$ cat config.mk
export PLATFORM = sky130hd
export DESIGN_NAME = usart_tx_flat
export DESIGN_NICKNAME = d
export VERILOG_FILES = /design/src/rtl/usart_tx_if.sv /design/src/rtl/usart_tx.sv /design/src/flat_wrapper.sv
export SDC_FILE = /design/constraint.sdc
export NUM_CORES = 1
export LEC_CHECK = 0
export CORE_MARGIN = 1
export CORE_UTILIZATION = 64
export CTS_CLUSTER_DIAMETER = 60
export CTS_CLUSTER_SIZE = 30
export DETAILED_ROUTE_END_ITERATION = 16
export PLACE_DENSITY = 0.95
export SLEW_MARGIN = 20
export SYNTH_ARGS = -nofsm -noshare
export SYNTH_HDL_FRONTEND = slang
export SYNTH_SLANG_ARGS = --single-unit
$ cat constraint.sdc
create_clock -name clk -period 7.62 [get_ports clk]
set_clock_uncertainty 0.05 [all_clocks]
set_input_delay 1.524 -clock clk [delete_from_list [all_inputs] [get_ports clk]]
set_output_delay 1.524 -clock clk [all_outputs]
set_load 0.05 [all_outputs]
$ cat src/rtl/usart_tx_if.sv
// usart_tx_if: byte-write / status bundle between usart_ctrl (master) and
// usart_tx (slave). The serial pin is not part of this bundle.
`timescale 1ns/1ps

interface usart_tx_if;
  logic       write;
  logic [7:0] data_in;
  logic       full;
  logic       empty;
  logic       busy;
  logic       overflow;

  modport master (
    output write, data_in,
    input  full, empty, busy, overflow
  );

  modport slave (
    input  write, data_in,
    output full, empty, busy, overflow
  );
endinterface

$ cat src/rtl/usart_tx.sv
// usart_tx: buffered 8-bit asynchronous serial transmitter.
// Bytes written through the bus interface are queued in a small FIFO and sent
// LSB-first as 8N1 frames at CLOCK_FREQ/BAUD clocks per bit.
// Optional feature macro: USART_TX_PARITY_EN (adds an even-parity bit, 8E1).
`timescale 1ns/1ps

module usart_tx #(
  parameter int CLOCK_FREQ = 16_000_000,
  parameter int BAUD       = 115200,
  parameter int FIFO_DEPTH = 4
) (
  input  logic        clk,
  input  logic        reset,
  usart_tx_if.slave   bus,
  output logic        tx_pin
);

  localparam int DIVISOR = CLOCK_FREQ / BAUD;
  localparam int DIV_W   = $clog2(DIVISOR);
  localparam int PTR_W   = $clog2(FIFO_DEPTH);
  localparam int CNT_W   = PTR_W + 1;

  localparam logic [DIV_W-1:0] DIV_LOAD   = DIV_W'(DIVISOR - 1);
  localparam logic [CNT_W-1:0] COUNT_FULL = CNT_W'(FIFO_DEPTH);

  localparam logic [2:0] S_IDLE   = 3'd0;
  localparam logic [2:0] S_START  = 3'd1;
  localparam logic [2:0] S_DATA   = 3'd2;
`ifdef USART_TX_PARITY_EN
  localparam logic [2:0] S_PARITY = 3'd3;
`endif
  localparam logic [2:0] S_STOP   = 3'd4;

  // FIFO storage and bookkeeping
  logic [7:0]       fifo_mem [FIFO_DEPTH];
  logic [PTR_W-1:0] wr_ptr_reg;
  logic [PTR_W-1:0] rd_ptr_reg;
  logic [CNT_W-1:0] count_reg;
  logic             overflow_reg;

  // Serializer state
  logic [2:0]       state_reg;
  logic [DIV_W-1:0] baud_cnt_reg;
  logic [2:0]       bit_idx_reg;
  logic [7:0]       shift_reg;
  logic             tx_reg;
`ifdef USART_TX_PARITY_EN
  logic             parity_reg;
`endif

  logic       fifo_full;
  logic       fifo_empty;
  logic       baud_tick;
  logic       pop;
  logic       push;
  logic [7:0] head_byte;

  assign fifo_full  = (count_reg == COUNT_FULL);
  assign fifo_empty = (count_reg == '0);
  assign baud_tick  = (baud_cnt_reg == '0);
  assign head_byte  = fifo_mem[rd_ptr_reg];

  // The serializer takes a byte either from IDLE or at the last clock of STOP,
  // which is what lets frames run back-to-back with no idle gap.
  assign pop  = !fifo_empty &&
                ((state_reg == S_IDLE) || ((state_reg == S_STOP) && baud_tick));
  // A pop in the same cycle frees a slot, so a write into a full FIFO is kept.
  assign push = bus.write && (!fifo_full || pop);

  assign bus.full     = fifo_full;
  assign bus.empty    = fifo_empty;
  assign bus.busy     = (state_reg != S_IDLE);
  assign bus.overflow = overflow_reg;
  assign tx_pin       = tx_reg;

  // FIFO data array: no reset, contents are only meaningful between the pointers
  always_ff @(posedge clk) begin
    if (push) begin
      fifo_mem[wr_ptr_reg] <= bus.data_in;
    end
  end

  // FIFO pointers, occupancy count and sticky overflow flag
  always_ff @(posedge clk or posedge reset) begin
    if (reset) begin
      wr_ptr_reg   <= '0;
      rd_ptr_reg   <= '0;
      count_reg    <= '0;
      overflow_reg <= 1'b0;
    end else begin
      if (push) begin
        wr_ptr_reg <= wr_ptr_reg + 1'b1;
      end
      if (pop) begin
        rd_ptr_reg <= rd_ptr_reg + 1'b1;
      end
      case ({push, pop})
        2'b10:   count_reg <= count_reg + 1'b1;
        2'b01:   count_reg <= count_reg - 1'b1;
        default: count_reg <= count_reg;
      endcase
      if (bus.write && fifo_full && !pop) begin
        overflow_reg <= 1'b1;
      end
    end
  end

  // Frame serializer: each line bit is held for DIVISOR clocks from a register
  always_ff @(posedge clk or posedge reset) begin
    if (reset) begin
      state_reg    <= S_IDLE;
      baud_cnt_reg <= '0;
      bit_idx_reg  <= '0;
      shift_reg    <= '0;
      tx_reg       <= 1'b1;
`ifdef USART_TX_PARITY_EN
      parity_reg   <= 1'b0;
`endif
    end else begin
      case (state_reg)
        S_IDLE: begin
          tx_reg <= 1'b1;
          if (pop) begin
            shift_reg    <= head_byte;
            state_reg    <= S_START;
            tx_reg       <= 1'b0;
            baud_cnt_reg <= DIV_LOAD;
`ifdef USART_TX_PARITY_EN
            parity_reg   <= ^head_byte;
`endif
          end
        end

        S_START: begin
          if (baud_tick) begin
            state_reg    <= S_DATA;
            tx_reg       <= shift_reg[0];
            shift_reg    <= shift_reg >> 1;
            bit_idx_reg  <= '0;
            baud_cnt_reg <= DIV_LOAD;
          end else begin
            baud_cnt_reg <= baud_cnt_reg - 1'b1;
          end
        end

        S_DATA: begin
          if (baud_tick) begin
            baud_cnt_reg <= DIV_LOAD;
            bit_idx_reg  <= bit_idx_reg + 1'b1;
            if (bit_idx_reg == 3'd7) begin
`ifdef USART_TX_PARITY_EN
              state_reg <= S_PARITY;
              tx_reg    <= parity_reg;
`else
              state_reg <= S_STOP;
              tx_reg    <= 1'b1;
`endif
            end else begin
              tx_reg    <= shift_reg[0];
              shift_reg <= shift_reg >> 1;
            end
          end else begin
            baud_cnt_reg <= baud_cnt_reg - 1'b1;
          end
        end

`ifdef USART_TX_PARITY_EN
        S_PARITY: begin
          if (baud_tick) begin
            state_reg    <= S_STOP;
            tx_reg       <= 1'b1;
            baud_cnt_reg <= DIV_LOAD;
          end else begin
            baud_cnt_reg <= baud_cnt_reg - 1'b1;
          end
        end
`endif

        S_STOP: begin
          if (baud_tick) begin
            if (pop) begin
              shift_reg    <= head_byte;
              state_reg    <= S_START;
              tx_reg       <= 1'b0;
              baud_cnt_reg <= DIV_LOAD;
`ifdef USART_TX_PARITY_EN
              parity_reg   <= ^head_byte;
`endif
            end else begin
              state_reg <= S_IDLE;
              tx_reg    <= 1'b1;
            end
          end else begin
            baud_cnt_reg <= baud_cnt_reg - 1'b1;
          end
        end

        default: begin
          state_reg <= S_IDLE;
          tx_reg    <= 1'b1;
        end
      endcase
    end
  end

endmodule

$ cat src/flat_wrapper.sv
// flat-port wrapper written by rule: the top's interface ports become plain ports
module usart_tx_flat 
#(
  parameter int CLOCK_FREQ = 16_000_000,
  parameter int BAUD       = 115200,
  parameter int FIFO_DEPTH = 4
)
  (clk, reset, tx_pin, bus_write, bus_data_in, bus_full, bus_empty, bus_busy, bus_overflow);
  usart_tx_if bus_i ();
  input  logic clk;
  input  logic reset;
  output logic tx_pin;
  input wire logic [$bits(bus_i.write)-1:0] bus_write;
  input wire logic [$bits(bus_i.data_in)-1:0] bus_data_in;
  output wire logic [$bits(bus_i.full)-1:0] bus_full;
  output wire logic [$bits(bus_i.empty)-1:0] bus_empty;
  output wire logic [$bits(bus_i.busy)-1:0] bus_busy;
  output wire logic [$bits(bus_i.overflow)-1:0] bus_overflow;
  assign bus_i.write = bus_write;
  assign bus_i.data_in = bus_data_in;
  assign bus_full = bus_i.full;
  assign bus_empty = bus_i.empty;
  assign bus_busy = bus_i.busy;
  assign bus_overflow = bus_i.overflow;
  usart_tx #(.CLOCK_FREQ(CLOCK_FREQ), .BAUD(BAUD), .FIFO_DEPTH(FIFO_DEPTH)) u_core (.clk(clk), .reset(reset), .bus(bus_i), .tx_pin(tx_pin));
endmodule
-- Word-level counts from Yosys, hierarchy flattened
Memories as Yosys holds them, arrays and structs flattened.
Cells that the tools add are included.
- register bits after elaboration: 31
- bits in latches: 0
- RAM bits: 32
- memory bits (read-only): 0
- bits of input ports: 11
- output and inout bits: 5
- memories kept: 1
- add/subtract/negate cells: 6
- $mul: 0
- divide/modulo/power cells: 0
- order comparisons: 0
- equality and inequality tests: 13
- shift operators: 0
- muxes and demuxes: 29
- bitwise operators: 0
- reduce and logical (&&, ||, !) cells: 23
- memories (memory ; words ; width ; read ports ; clocked after memory_dff ; wr ports ; RTL line ; text):
    u_core.fifo_mem ; 4 ; 8 ; 1 ; 0 ; 1 ; usart_tx.sv:35 ; logic [7:0] fifo_mem [FIFO_DEPTH];
- operators with widths (operator ; number):
    $mux W8 ; 8
    $pmux W8 S4 ; 1
    $pmux W8 S3 ; 1
    $mux W3 ; 7
    $pmux W3 S2 ; 2
    $pmux W3 S4 ; 1
    $ne A2 B1 Y1 const B ; 5
    $reduce_and A5 Y1 ; 2
    $eq A3 B3 Y1 const B ; 3
    $logic_not A8 Y1 ; 1
    $mux W1 ; 8
    $sub A8 B1 Y8 const B ; 1
    $add A3 B1 Y3 const B ; 2
    $logic_not A3 Y1 ; 2
    $reduce_and A3 Y1 ; 2
    $reduce_bool A3 Y1 ; 2
    $logic_and A1 B1 Y1 ; 5
    $add A2 B1 Y2 const B ; 2
    $pmux W1 S4 ; 1
    $reduce_bool A2 Y1 ; 2
    $reduce_bool A4 Y1 ; 1
    $eq A3 B1 Y1 const B ; 1
    $eq A3 B2 Y1 const B ; 1
    $logic_not A1 Y1 ; 3
    6 further kinds ; 7

-- Logic depth before layout (Yosys ltp)
Gate-level depths: netlist (run 1).
- depth after elaboration: 8
- depth in mapped cells: 9
- mapped depth without buffers: 8

-- Least setup slack after synthesis (run 1)
No wires, ideal clock.
- kind: input to register
- from: input port bus_write
- to: register u_core.count_reg[1]
- library setup time: 0.120 ns
- data arrival time: 2.736 ns
- data required time: 7.450 ns
- path slack: 4.713 ns
- stages on the path: 5
- path buffers: 1
- cells stage by stage: or3_1 clkbuf_1 fa_1 a21oi_1 a31o_2
- longest elaborated chain between the ends: 3
- elaborated cells on any way between the ends: 5
- those cells by class: 2 x eq/ne; 1 x mux; 2 x reduce/logical
- RTL lines (what ; RTL line ; text):
    start: declaration ; flat_wrapper.sv:13 ; input wire logic [$bits(bus_i.write)-1:0] bus_write;
    $logic_and A1 B1 Y1 (*) ; usart_tx.sv:68 ; assign push = bus.write && (!fifo_full || pop);
    $eq A2 B1 Y1 or $eq A2 B2 Y1 (tied branches) ; usart_tx.sv:97 ; case ({push, pop})
    $pmux W3 S2 or $reduce_bool A2 Y1 (tied branches) ; - ;
    end signal: assignment ; usart_tx.sv:98 ; 2'b10: count_reg <= count_reg + 1'b1;
    end signal: assignment ; usart_tx.sv:99 ; 2'b01: count_reg <= count_reg - 1'b1;
    end signal: assignment ; usart_tx.sv:100 ; default: count_reg <= count_reg;
    end: declaration ; usart_tx.sv:38 ; logic [CNT_W-1:0] count_reg;
Mark *: on every way between the ends. The rest lies on a longest branch, timed or not.
A chain may end at the register's enable or synchronous reset.

-- Worst setup path in the final report (run 1)
- from: register u_core.count_reg[1]
- to: output port bus_empty
- longest elaborated chain between the ends: 1
- RTL lines (what ; RTL line ; text):
    $logic_not A3 Y1 ; usart_tx.sv:59 ; assign fifo_empty = (count_reg == '0);
    end: declaration ; flat_wrapper.sv:16 ; output wire logic [$bits(bus_i.empty)-1:0] bus_empty;
No other way between the ends.

==> results of run 1 <==
==> synth_stat cells, drive strengths merged <==
| library cell | instances | area share |
|---|---|---|
| a2111oi | 1 | 0.0030 |
| a211o | 1 | 0.0030 |
| a21o | 2 | 0.0051 |
| a21oi | 8 | 0.014 |
| a221oi | 1 | 0.0030 |
| a22o | 4 | 0.012 |
| a31o | 1 | 0.0030 |
| a31oi | 4 | 0.0084 |
| a32o | 1 | 0.0034 |
| a32oi | 2 | 0.0059 |
| and2 | 4 | 0.0084 |
| and2b | 1 | 0.0025 |
| buf | 5 | 0.012 |
| clkbuf | 4 | 0.0051 |
| dfrtp | 30 | 0.25 |
| dfstp | 1 | 0.0089 |
| edfxtp | 32 | 0.32 |
| fa | 1 | 0.0068 |
| ha | 7 | 0.030 |
| inv | 10 | 0.013 |
| mux2 | 16 | 0.071 |
| mux2i | 3 | 0.010 |
| mux4 | 8 | 0.061 |
| nand2 | 14 | 0.019 |
| nand2b | 2 | 0.0042 |
| nand3 | 2 | 0.0034 |
| nor2 | 16 | 0.023 |
| nor2b | 2 | 0.0042 |
| nor3 | 5 | 0.0084 |
| nor3b | 1 | 0.0025 |
| nor4 | 2 | 0.0063 |
| o21a | 1 | 0.0025 |
| o21ai | 6 | 0.011 |
| o221ai | 1 | 0.0030 |
| o22ai | 1 | 0.0021 |
| o31a | 1 | 0.0030 |
| o31ai | 1 | 0.0025 |
| o32ai | 1 | 0.0030 |
| or2 | 1 | 0.0021 |
| or3 | 3 | 0.0063 |
| or3b | 1 | 0.0030 |
| or4 | 2 | 0.0063 |
| xnor2 | 4 | 0.012 |
| xor2 | 2 | 0.0059 |
==> worst register-to-register path, delay by kind of cell, from the launching register on <==
| family | cells | cell delay [ps] |
|---|---|---|
| AO/OA/AOI/OAI | 2 | 450 |
| adder cells (fa/ha/maj) | 1 | 190 |
| buffers and inverters | 1 | 70 |
| flip-flops | 1 | 420 |
| AND/OR/NAND/NOR | 3 | 1290 |
==> power breakdown <==
part           internal [mW]  switching (mW)  total (mW)
logic                  0.205           0.197       0.402
clock network          0.184           0.134       0.319
registers              0.465          0.0909       0.556
==> how the worst max path moves through the flow <==
stage                         from             endpoint  cells after the start
2_1_floorplan            bus_write  u_core.count_reg[1]                      5
3_3_place_gp             bus_write  u_core.count_reg[1]                      5
3_5_place_dp             bus_write  u_core.count_reg[1]                      5
4_1_cts        u_core.count_reg[1]            bus_empty                      3
5_1_grt        u_core.state_reg[1]             bus_busy                      3
6_report       u_core.count_reg[1]            bus_empty                      3
==> cell type report <==
type                    count  area share
clock buffers               9      0.0369
clock inverters             7      0.0291
inverters                  10      0.0112
multi-input cells         134       0.339
flip-flops and latches     63       0.518
well taps                  52      0.0194
repair buffers             16      0.0470
==> layer usage <==
metal	track usage	wire [um]	up-vias	part of all wire
met5	0	0	-	0
met4	0.102	151	0	0.027
met3	0.0750	217	16	0.039
met2	0.408	2840	59	0.51
met1	0.317	2400	909	0.43
li1	-	-	847	-
==> kinds of logic after synthesis <==
family	after synthesis
buffers and inverters	19
XOR/XNOR	6
AO/OA/AOI/OAI	37
AND/OR/NAND/NOR	56
flip-flops	63
adder cells (fa/ha/maj)	8
multiplexers	27
==> per-stage QoR <==
stage	hold slack (ps)	setup WS, ps
2_1_floorplan	405	4710
3_3_place_gp	395	4210
3_5_place_dp	415	4140
4_1_cts	435	3930
5_1_grt	435	3830
6_report	426	3930
==> impl_metrics.json, run 1 <==
{
  "run_status": "finished clean",
  "root_buffer": "sky130_fd_sc_hd__clkbuf_8",
  "multi_input_area_mm2": 0.00114,
  "worst-endpoint-required_ps": 6050,
  "highest_count_cells_in_the_layout_ignoring_fill_and_taps": "sky130_fd_sc_hd__edfxtp_1 (32), sky130_fd_sc_hd__dfrtp_1 (30), sky130_fd_sc_hd__nor2_1 (15), sky130_fd_sc_hd__clkdlybuf4s50_1 (15), sky130_fd_sc_hd__nand2_1 (12)",
  "dr.first_iter.drc_count": 156,
  "min-delay-path-class": "flop to flop",
  "postCtsHoldBufs": 0,
  "grt_pass1_vias": 1892,
  "pin_count": 16,
  "post_cts_buffers": 0,
  "fillers": 254,
  "diodes": 0,
  "core_mm2": 0.00441,
  "max_slew_violations": 0,
  "routed_via_density": 6.29,
  "timing.critical_path.to_type": "output pin",
  "timing.reg2reg.worst_path_depth": 7,
  "synth-xor-area-share": 0.0177,
  "cells_along_the_critical_path": "or3_1 -> inv_1 -> clkdlybuf4s50_1",
  "die_y_um": 70.0,
  "yosys.area_share.adder": 0.0363,
  "worst_ir_drop_on_vdd_mv": 0.273,
  "synth_top_family_by_area": "multiplexers",
  "yosysWarningCount": 0,
  "chipWidth_um": 70.0,
  "groute.usage.overall": 0.251,
  "worst_hold_path.endpoint": "u_core.bus.overflow",
  "timing_worst_setup_path_type": "flop to output pin",
  "worstMarginPinSlew_ps": 939,
  "synth_mux_area_frac": 0.142,
  "startpoint_type": "flop",
  "setup-violations-final": 0,
  "finalPower_mw": 1.28,
  "netlist_instances": 216,
  "wire_length_of_the_first_global_routing_pass_um": 9130,
  "starting_density_of_the_core": 0.671,
  "htree_num_levels": 3,
  "routability_congestion_estimate": 0.860,
  "yosys.area_share.simple": 0.100,
  "synthesized_cell_area_mm2": 0.00296,
  "placementRows": 24,
  "max-slew-margin-rel": 0.374,
  "drv_cap": 0,
  "clk_pin_slew_worst_paths_ps": 70,
  "clock_sink_count": 63,
  "area.sequential_mm2": 0.00174,
  "grt_setup_unrepaired": "false",
  "initial_antenna_violation_count": 0,
  "worstPathBufferInverterCount": 2,
  "wl_per_cell_um": 19.3,
  "clk_latency_ps": 340,
  "worst_path_largest_cell_delay_ps": 810,
  "globalRouteOverflowTotal": 0,
  "port_buffers": 15,
  "hold-path-cell-count": 1,
  "finalWorstPathRequiredPeriod_ps": 3690,
  "drt_wl_total_um": 5610,
  "syn_avg_cell_area_um2": 13.7,
  "fmax_mhz": 271,
  "place.detailed.hpwl_um": 3610,
  "grt_start_max_net_pins": 32,
  "layout_commonest_cell": "sky130_fd_sc_hd__edfxtp_1",
  "ys_seq_area_frac": 0.587,
  "tritoncts_clock_tree": "done",
  "fin_setup_tns_ps": 0,
  "final_cell_area_mm2": 0.00336,
  "reg2reg_from": "u_core.baud_cnt_reg[0]",
  "nNetsFinal": 253,
  "largest_register_ff_count": 32,
  "synth_compound_gate_area_share": 0.0874,
  "cts_buffer_depth": 2,
  "syn_to_final_growth_pct": 13.3,
  "tritoncts.num_buffers": 9,
  "dpl-instance-area_mm2": 0.00313,
  "layoutNonFillerInstCount": 291,
  "final-hold-violation-count": 0,
  "cpMaxStageDelayCell": "sky130_fd_sc_hd__clkdlybuf4s50_1",
  "setup.reg_to_reg.worst_slack_ps": 4790,
  "worstReg2RegEnd": "u_core.fifo_mem[0][5]",
  "critical_path_peak_fanout": 5,
  "power.leakage_nw": 1.36,
  "ys_seq_elements": 63,
  "numPlacedInstances": 275,
  "finalCoreUtilization": 0.760,
  "detail_route.first_pass.iterations": 4,
  "critical_path_arrival_ps": 2120,
  "design.die.area_mm2": 0.00491,
  "yosys.cell_types.count": 52,
  "top_family_by_delay_on_critical_path": "buffers and inverters",
  "worst_min_path_start": "u_core.bus.overflow",
  "synth_fp_nets": 235,
  "final.period_utilization": 0.485,
  "num_vias": 1831,
  "layout-drive-gt1-share": 0.213,
  "power_per_cell_area_mw_per_mm2": 380,
  "final_routed_drc_violation_total": 0,
  "post_cts_resized": 0,
  "drt.antenna.violating_nets": 0
}
Power figures use the tool's default switching activity.
==> run 2: changes to the inputs <==
CORE_UTILIZATION = 53   (was 64)
PLACE_DENSITY = 0.86   (was 0.95)
clock period = 2.98 ns   (was 7.62 ns; I/O delays follow)
==> run 2 against run 1 <==
Die area increased by 20%. Clock-buffer cell count did not move. Sequential cell count is the same. Sequential power grew to 2.6 times the previous value. Highest routed layer unchanged. Via count fell by 3.4%. Sequential share of layout area shrank 0.077 points. Combinational power grew to 2.5 times the previous value. Global-route usage fell by 5.0 points. Critical path depth unchanged. Critical path type unchanged. Largest power group unchanged. Worst hold slack worse by 1.7 ps. Critical endpoint unchanged. Final area increased by 0.15%. Setup slack worse by 3700 ps.
==> impl_metrics.json, run 2 (synthesis gave the netlist of run 1 again) <==
{
  "detail_route.first_pass.iterations": 5,
  "clk_latency_ps": 330,
  "setup-violations-final": 0,
  "final_routed_drc_violation_total": 0,
  "run_status": "finished clean",
  "power_per_cell_area_mw_per_mm2": 940,
  "min-delay-path-class": "flop to flop",
  "critical_path_arrival_ps": 2140,
  "wl_per_cell_um": 16.5,
  "worst-endpoint-required_ps": 2330,
  "tritoncts_clock_tree": "done",
  "largest_register_ff_count": 32,
  "critical_path_peak_fanout": 5,
  "place.detailed.hpwl_um": 3570,
  "highest_count_cells_in_the_layout_ignoring_fill_and_taps": "sky130_fd_sc_hd__edfxtp_1 (32), sky130_fd_sc_hd__dfrtp_1 (30), sky130_fd_sc_hd__nor2_1 (15), sky130_fd_sc_hd__clkdlybuf4s50_1 (15), sky130_fd_sc_hd__nand2_1 (12)",
  "max-slew-margin-rel": 0.572,
  "placementRows": 26,
  "clk_pin_slew_worst_paths_ps": 70,
  "postCtsHoldBufs": 0,
  "fin_setup_tns_ps": 0,
  "final-hold-violation-count": 0,
  "finalWorstPathRequiredPeriod_ps": 2790,
  "starting_density_of_the_core": 0.566,
  "worst_ir_drop_on_vdd_mv": 0.813,
  "port_buffers": 15,
  "power.leakage_nw": 1.35,
  "groute.usage.overall": 0.201,
  "post_cts_resized": 0,
  "design.die.area_mm2": 0.00589,
  "nNetsFinal": 254,
  "dpl-instance-area_mm2": 0.00316,
  "drv_cap": 0,
  "routability_congestion_estimate": 0.772,
  "wire_length_of_the_first_global_routing_pass_um": 8920,
  "routed_via_density": 5.71,
  "fmax_mhz": 359,
  "pin_count": 16,
  "drt.antenna.violating_nets": 0,
  "clock_sink_count": 63,
  "drt_wl_total_um": 5130,
  "core_mm2": 0.00524,
  "initial_antenna_violation_count": 0,
  "final.period_utilization": 0.936,
  "globalRouteOverflowTotal": 0,
  "grt_start_max_net_pins": 19,
  "die_y_um": 76.8,
  "pre_cts_setup_slack_ps": 227,
  "timing_worst_setup_path_type": "flop to output pin",
  "max_slew_violations": 0,
  "post_cts_buffers": 0,
  "worstMarginPinSlew_ps": 624,
  "startpoint_type": "flop",
  "dr.first_iter.drc_count": 115,
  "chipWidth_um": 76.8,
  "timing.critical_path.to_type": "output pin",
  "diodes": 0,
  "grt_pass1_vias": 1873,
  "final_cell_area_mm2": 0.00336,
  "cts_buffer_depth": 2,
  "num_vias": 1769,
  "finalWorstSetupSlack_ps": 191,
  "layout_commonest_cell": "sky130_fd_sc_hd__edfxtp_1",
  "layout-drive-gt1-share": 0.213,
  "root_buffer": "sky130_fd_sc_hd__clkbuf_8",
  "grt_setup_unrepaired": "false",
  "htree_num_levels": 3,
  "tritoncts.num_buffers": 9,
  "syn_to_final_growth_pct": 13.4
}
==> run 2: cell types whose count changed in the layout (fill, tap and decap cells not counted) <==
cell,change
sky130_fd_sc_hd__buf_4,+1
sky130_fd_sc_hd__bufinv_16,-1
sky130_fd_sc_hd__clkinvlp_4,-1
sky130_fd_sc_hd__clkinv_1,+1
sky130_fd_sc_hd__inv_6,+1
==> run 2: power breakdown <==
group / total (mW) / switching [mW] / internal [mW]
Combinational: 1.01 / 0.483 / 0.527
Sequential: 1.42 / 0.236 / 1.19
Clock: 0.726 / 0.339 / 0.387
==> run 2: path summary, 6_finish.rpt <==
path / start / to / slack, ps / depth (start not counted)
hold / removal: u_core.bus.overflow / u_core.bus.overflow / 420 / 1
hold reg to reg: u_core.bus.overflow / u_core.bus.overflow / 420 / 1
setup / recovery: u_core.count_reg[1] / bus_empty / 190 / 3
max in group asynchronous: reset / u_core.wr_ptr_reg[0] / 1620 / 3
min in group asynchronous: reset / u_core.baud_cnt_reg[0] / 600 / 2
setup reg to reg: u_core.baud_cnt_reg[0] / u_core.fifo_mem[1][5] / 210 / 7
==> run 2: worst max-delay path, stage by stage (launching register included) <==
cell and delay [ps]:
sky130_fd_sc_hd__dfrtp_1 430, sky130_fd_sc_hd__or3_1 440, sky130_fd_sc_hd__inv_1 130, sky130_fd_sc_hd__clkdlybuf4s50_1 810
==> run 2: layout make-up <==
class	count	area (um^2)
Tap cell	70	87.6
Timing Repair Buffer	17	165
Clock buffer	9	124
Multi-Input combinational cell	134	1140
Sequential cell	63	1740
Fill cell	376	1880
Inverter	10	37.5
Clock inverter	7	72.6
==> run 2: through the flow <==
stage	power [mW]	cells	util	hold WS [ps]
floorplan	2.21	216	-	405
global placement	2.39	294	0.604	408
detailed placement	2.44	294	0.604	404
CTS	3.18	310	0.642	429
global route	3.35	310	0.642	444
finish	3.16	310	0.642	424
==> run 2: layer usage <==
| metal | track usage | part of all wire | vias up |
|---|---|---|---|
| li1 | - | - | 841 |
| met4 | 0.0904 | 0.015 | 0 |
| met2 | 0.307 | 0.48 | 58 |
| met3 | 0.0536 | 0.047 | 9 |
| met5 | 0 | 0 | - |
| met1 | 0.268 | 0.46 | 861 |
==> run 3: changes to the inputs <==
SLEW_MARGIN = default   (was 20)
==> results of run 3 <==
Same layout as run 2: the final DEF is identical, and so are final timing and power.
